--- src/rtl/fifo_pkg.sv ---
// Shared helpers for the asynchronous FIFO write and read controllers:
// pointer-width derivation and binary/Gray conversions.
package fifo_pkg;

    // Widest pointer the conversion helpers handle.
    localparam int PTR_MAX_W = 32;

    function automatic int addr_width(input int depth);
        return $clog2(depth);
    endfunction

    function automatic logic [PTR_MAX_W-1:0] bin2gray(input logic [PTR_MAX_W-1:0] b);
        return b ^ (b >> 1);
    endfunction

    // Prefix XOR from the MSB down; zero upper bits leave the result unaffected.
    function automatic logic [PTR_MAX_W-1:0] gray2bin(input logic [PTR_MAX_W-1:0] g);
        logic [PTR_MAX_W-1:0] b;
        b[PTR_MAX_W-1] = g[PTR_MAX_W-1];
        for (int i = PTR_MAX_W - 2; i >= 0; i--) begin
            b[i] = b[i+1] ^ g[i];
        end
        return b;
    endfunction

endpackage

--- src/rtl/fifo_gray_counter.sv ---
// Binary pointer register with a registered Gray copy, shared by the
// write-side and read-side FIFO controllers.
module fifo_gray_counter
    import fifo_pkg::*;
#(
    parameter int W = 5
) (
    input  logic         clk,
    input  logic         rst_n,
    input  logic         inc,
    output logic [W-1:0] bin,
    output logic [W-1:0] bin_next,
    output logic [W-1:0] gray,
    output logic [W-1:0] gray_next
);

    always_comb begin
        bin_next  = bin + W'(inc);
        gray_next = W'(bin2gray(PTR_MAX_W'(bin_next)));
    end

    // Gray copy is registered so the crossing pointer never shows decode glitches.
    always_ff @(posedge clk or negedge rst_n) begin
        if (!rst_n) begin
            bin  <= '0;
            gray <= '0;
        end else begin
            bin  <= bin_next;
            gray <= gray_next;
        end
    end

endmodule

--- src/rtl/fifo_write_control.sv ---
// Write-domain controller of an asynchronous FIFO: pointer, full/fill tracking
// and sticky overflow. Optional almost_full comparator: define FIFO_ALMOST_FULL_EN.
module fifo_write_control
    import fifo_pkg::*;
#(
    parameter int DEPTH             = 16,
    parameter int ALMOST_FULL_LEVEL = DEPTH - 2,
    localparam int AW               = addr_width(DEPTH),
    localparam int PW               = AW + 1
) (
    input  logic          write_clock,
    input  logic          write_reset_n,
    input  logic          write_valid,
    output logic          write_ready,
    output logic          mem_write_enable,
    output logic [AW-1:0] mem_write_address,
    output logic [PW-1:0] write_pointer,
    input  logic [PW-1:0] sync_read_pointer,
    output logic          full,
    output logic          almost_full,
    output logic [PW-1:0] fill_level,
    output logic          overflow,
    input  logic          overflow_clear
);

    logic          accept;
    logic          overflow_set;
    logic          full_next;
    logic [PW-1:0] wbin;
    logic [PW-1:0] wbin_next;
    logic [PW-1:0] wgray_next;
    logic [PW-1:0] rbin;
    logic [PW-1:0] fill_next;
    logic [PW-1:0] full_match;

    assign write_ready       = ~full;
    assign accept            = write_valid & write_ready;
    assign overflow_set      = write_valid & full;
    assign mem_write_enable  = accept;
    assign mem_write_address = wbin[AW-1:0];

    fifo_gray_counter #(
        .W (PW)
    ) u_wptr (
        .clk       (write_clock),
        .rst_n     (write_reset_n),
        .inc       (accept),
        .bin       (wbin),
        .bin_next  (wbin_next),
        .gray      (write_pointer),
        .gray_next (wgray_next)
    );

    // Full when the next write pointer laps the read pointer by exactly DEPTH:
    // in Gray code that is the read pointer with its top two bits inverted.
    always_comb begin
        full_match = {~sync_read_pointer[AW:AW-1], sync_read_pointer[AW-2:0]};
        full_next  = (wgray_next == full_match);
        rbin       = PW'(gray2bin(PTR_MAX_W'(sync_read_pointer)));
        fill_next  = wbin_next - rbin;
    end

    always_ff @(posedge write_clock or negedge write_reset_n) begin
        if (!write_reset_n) begin
            full       <= 1'b0;
            fill_level <= '0;
        end else begin
            full       <= full_next;
            fill_level <= fill_next;
        end
    end

    // A new overflow event takes priority over a clear in the same cycle.
    always_ff @(posedge write_clock or negedge write_reset_n) begin
        if (!write_reset_n) begin
            overflow <= 1'b0;
        end else if (overflow_set) begin
            overflow <= 1'b1;
        end else if (overflow_clear) begin
            overflow <= 1'b0;
        end
    end

`ifdef FIFO_ALMOST_FULL_EN
    always_ff @(posedge write_clock or negedge write_reset_n) begin
        if (!write_reset_n) begin
            almost_full <= 1'b0;
        end else begin
            almost_full <= (fill_next >= PW'(ALMOST_FULL_LEVEL));
        end
    end
`else
    assign almost_full = 1'b0;
`endif

endmodule
--- config.mk ---
export PLATFORM = sky130hd
export DESIGN_NAME = fifo_write_control
export DESIGN_NICKNAME = d
export VERILOG_FILES = /design/src/rtl/fifo_pkg.sv /design/src/rtl/fifo_gray_counter.sv /design/src/rtl/fifo_write_control.sv
export SDC_FILE = /design/constraint.sdc
export NUM_CORES = 1
export LEC_CHECK = 0
export BUFFER_PORTS_ARGS = -buffer_cell sky130_fd_sc_hd__buf_2
export CELL_PAD_IN_SITES_DETAIL_PLACEMENT = 1
export CELL_PAD_IN_SITES_GLOBAL_PLACEMENT = 1
export CORE_ASPECT_RATIO = 1.2
export CORE_UTILIZATION = 39
export CTS_BUF_LIST = sky130_fd_sc_hd__clkbuf_16
export CTS_CLUSTER_DIAMETER = 50
export DETAILED_ROUTE_END_ITERATION = 12
export PLACE_DENSITY_LB_ADDON = 0.1
export SYNTH_ARGS = -nofsm -noshare
export SYNTH_HDL_FRONTEND = slang
export SYNTH_SLANG_ARGS = --single-unit
--- constraint.sdc ---
create_clock -name write_clock -period 2.9 [get_ports write_clock]
set_clock_uncertainty 0.2 [all_clocks]
set_input_delay 0.145 -clock write_clock [delete_from_list [all_inputs] [get_ports write_clock]]
set_output_delay 0.145 -clock write_clock [all_outputs]
set_load 0.1 [all_outputs]
==> impl_metrics.env <==
export IMPL_report_final_slew_viol_count=0
export IMPL_grt_ovfl_total=0
export IMPL_cts_root_buf="clkbuf_16"
export IMPL_seq_area_frac_synth_pct=40.56
export IMPL_period_needed_ns=2.406
export IMPL_antenna_cells=0
export IMPL_cpMostUsedCell="ha_4"
export IMPL_ys_warn_count=0
export IMPL_netlist_area_um2=987.2
export IMPL_pre_cts_ws_ns=0.2713
export IMPL_hold_class="primary input to flip-flop"
export IMPL_start_kind="flip-flop"
export IMPL_synthMostInstantiatedCell="dfrtp_1"
export IMPL_status="finished clean"
export IMPL_clock_path_buffers=2
export IMPL_synth_adder_area_share_pct=9.632
export IMPL_cp_max_fo=8
export IMPL_crit_path_end_kind="flip-flop"
export IMPL_fmax_mhz=415.7
export IMPL_io_buffers=26
export IMPL_cp_slowest_cell="dfrtp_4"
export IMPL_die_h_um=57.12
export IMPL_dieArea_um2=2738
export IMPL_routed_wl_um=2050
export IMPL_grt_pass1_vias=772
export IMPL_grt_max_degree=17
export IMPL_synth_top_area_share_pct=40.56
export IMPL_synth_main_ff_cell="dfrtp_1"
export IMPL_yosys_cell_types_count=31
export IMPL_filler_cell_count=273
export IMPL_die_w_um=47.93
export IMPL_clk_latency_ns=0.24
export IMPL_cts_sinks=16
export IMPL_viasPerCell=4.760
export IMPL_fp_coreArea_um2=2354
export IMPL_crit_chain="nor2b_4 > ha_4 > ha_2 > xnor2_4 > inv_1 > ha_4 > a21o_1 > a21oi_1 > xnor2_1"
export IMPL_area_delta_synth_final_pct=29.15
export IMPL_synthMuxAreaShare_pct=2.028
export IMPL_hold_viol=0
export IMPL_cpPeakStageDelay_ns=0.50
export IMPL_required_ns=2.87
export IMPL_drive_gt1_share_pct=36.52
export IMPL_row_count=19
export IMPL_path_class="flip-flop to flip-flop"
export IMPL_dr_pass1_iters=4
export IMPL_synthTopCellsByCount="dfrtp_1, inv_1, xnor2_1, xor2_1, ha_1"
export IMPL_regArea_um2=404.1
export IMPL_period_share_pct=82.95
export IMPL_async_flop_share_pct=100.0
export IMPL_io_pins=28
export IMPL_fin_nets=132
export IMPL_syn_num_nets=103
export IMPL_yosys_area_share_xor_xnor_pct=20.79
export IMPL_crit_start="full"
export IMPL_ys_ff_latch=16
export IMPL_synth_top_family_by_area="XOR/XNOR gates"
export IMPL_yosysTopAreaCell="dfrtp_1"
export IMPL_remaining_drc_errors=0
export IMPL_worstReg2RegStart="full"
export IMPL_cts_buffers=3
export IMPL_grt_usage_pct=18.46
export IMPL_utilization_pct=54.17
export IMPL_detail_route_wl_per_cell_um=14.04
export IMPL_ant_nets=0
export IMPL_initial_core_util_pct=41.95
export IMPL_cap_viol_max_count=0
export IMPL_finalSetupViolations=0
export IMPL_synth_edff_count=0
export IMPL_arrival_ns=2.37
export IMPL_htreeDepth=1
export IMPL_gp_congestion=0.7762
export IMPL_tns_ns=0
export IMPL_place_area_um2=1166
export IMPL_cts_tree="done"
export IMPL_synth_simple_area_share_pct=5.703
export IMPL_vias=695
export IMPL_stdcell_area_um2=1275
export IMPL_path_clk_slew_ns=0.05
export IMPL_avgSynthCellArea_um2=11.35
export IMPL_synth_area_top_cells="dfrtp_1, xnor2_1, ha_1, xnor2_2, xor2_1"
export IMPL_grt_antenna_before_repair=0
export IMPL_multi_input_area_um2=559.3
export IMPL_hpwlAfterDp_um=1573
export IMPL_fin_ws_ns=0.4943
export IMPL_worstHoldStart="sync_read_pointer[3]"
export IMPL_synth_compound_area_share_pct=13.18
export IMPL_grt_pass1_wl_um=3539
export IMPL_rsz0062_at_grt="false"
export IMPL_synthCells=87
export IMPL_drt_iter0_drc=15
[flip-flops by register name, indices dropped and copies added (netlist names)]
register     count
fill_level       5
u_wptr.bin       5
u_wptr.gray      4
full             1
overflow         1
[final cells by class]
type,instances,share of cell area [%]
Multi-Input combinational cell,57,43.87
Sequential cell,16,31.70
Timing Repair Buffer,29,12.56
Clock buffer,3,5.888
Tap cell,31,3.042
Inverter,9,2.650
Clock inverter,1,0.2944
[final timing paths]
path / to / slack [ns] / depth (start not counted)
max in group asynchronous: full / 2.04 / 2
max: fill_level[4] / 0.49 / 9
max reg2reg: fill_level[4] / 0.49 / 9
min in group asynchronous: overflow / 0.16 / 2
min: full / 0.04 / 2
min reg2reg: u_wptr.bin[4] / 0.38 / 1
[through the flow]
| stage | std cells | hold slack (ns) |
|---|---|---|
| after floorplan | 87 | -0.3506 |
| after global placement | 139 | -0.1141 |
| after detailed placement | 139 | -0.1162 |
| after CTS | 146 | 0.03990 |
| after global routing | 146 | 0.05610 |
| final | 146 | 0.04114 |
[timing repair]
item,CTS,global route
endpoints found under the hold margin,17,0
hold buffers,3,0
setup buffers,0,0
resized for setup,0,0
[placed cells by master, fill, tap and decap left out, drive strengths merged]
cell,netlist,final
a211o,2,2
a21bo,1,1
a21boi,1,1
a21o,2,2
a21oi,3,3
a221oi,1,1
a2bb2oi,1,1
a311oi,1,1
a31oi,1,1
and2,1,1
and3,1,1
buf,5,26
clkbuf,0,3
clkinv,0,1
conb,1,1
dfrtp,16,16
dlygate4sd3,0,3
fa,1,1
ha,6,6
inv,9,9
mux2i,2,2
nand2,3,3
nand2b,1,1
nand3,1,1
nor2,1,1
nor2b,2,2
o211a,1,1
o21ai,2,2
o22ai,1,1
xnor2,13,13
xor2,7,7
[cells by family (layout without fill, tap and decap cells)]
group / count (synthesis) / count (layout)
AOI/OAI and AO/OA: 17 / 17
muxes: 2 / 2
adders and majority gates: 7 / 7
buffers and inverters: 14 / 42
and+or+nand+nor: 10 / 10
xor gates and xnor gates: 20 / 20
DFF: 16 / 16
other: 1 / 1
[critical path, delay by kind of cell (launching register included)]
family / cells / cell delay (ns)
simple gates: 1 / 0.15
fa+ha+maj: 3 / 0.73
buf+inv: 1 / 0.12
flops: 1 / 0.50
xor+xnor: 2 / 0.31
compound gates: 2 / 0.33
[metal layers]
metal | vias up | track usage [%] | routed length, um
met5 | - | 0 | 0
met4 | 0 | 8.333 | 17
met3 | 2 | 1.899 | 74
met2 | 19 | 30.89 | 1092
met1 | 331 | 22.87 | 866
li1 | 343 | - | -
Power is not shown: default switching activity piles up to over one toggle a cycle in this logic, so the estimate is an artifact.
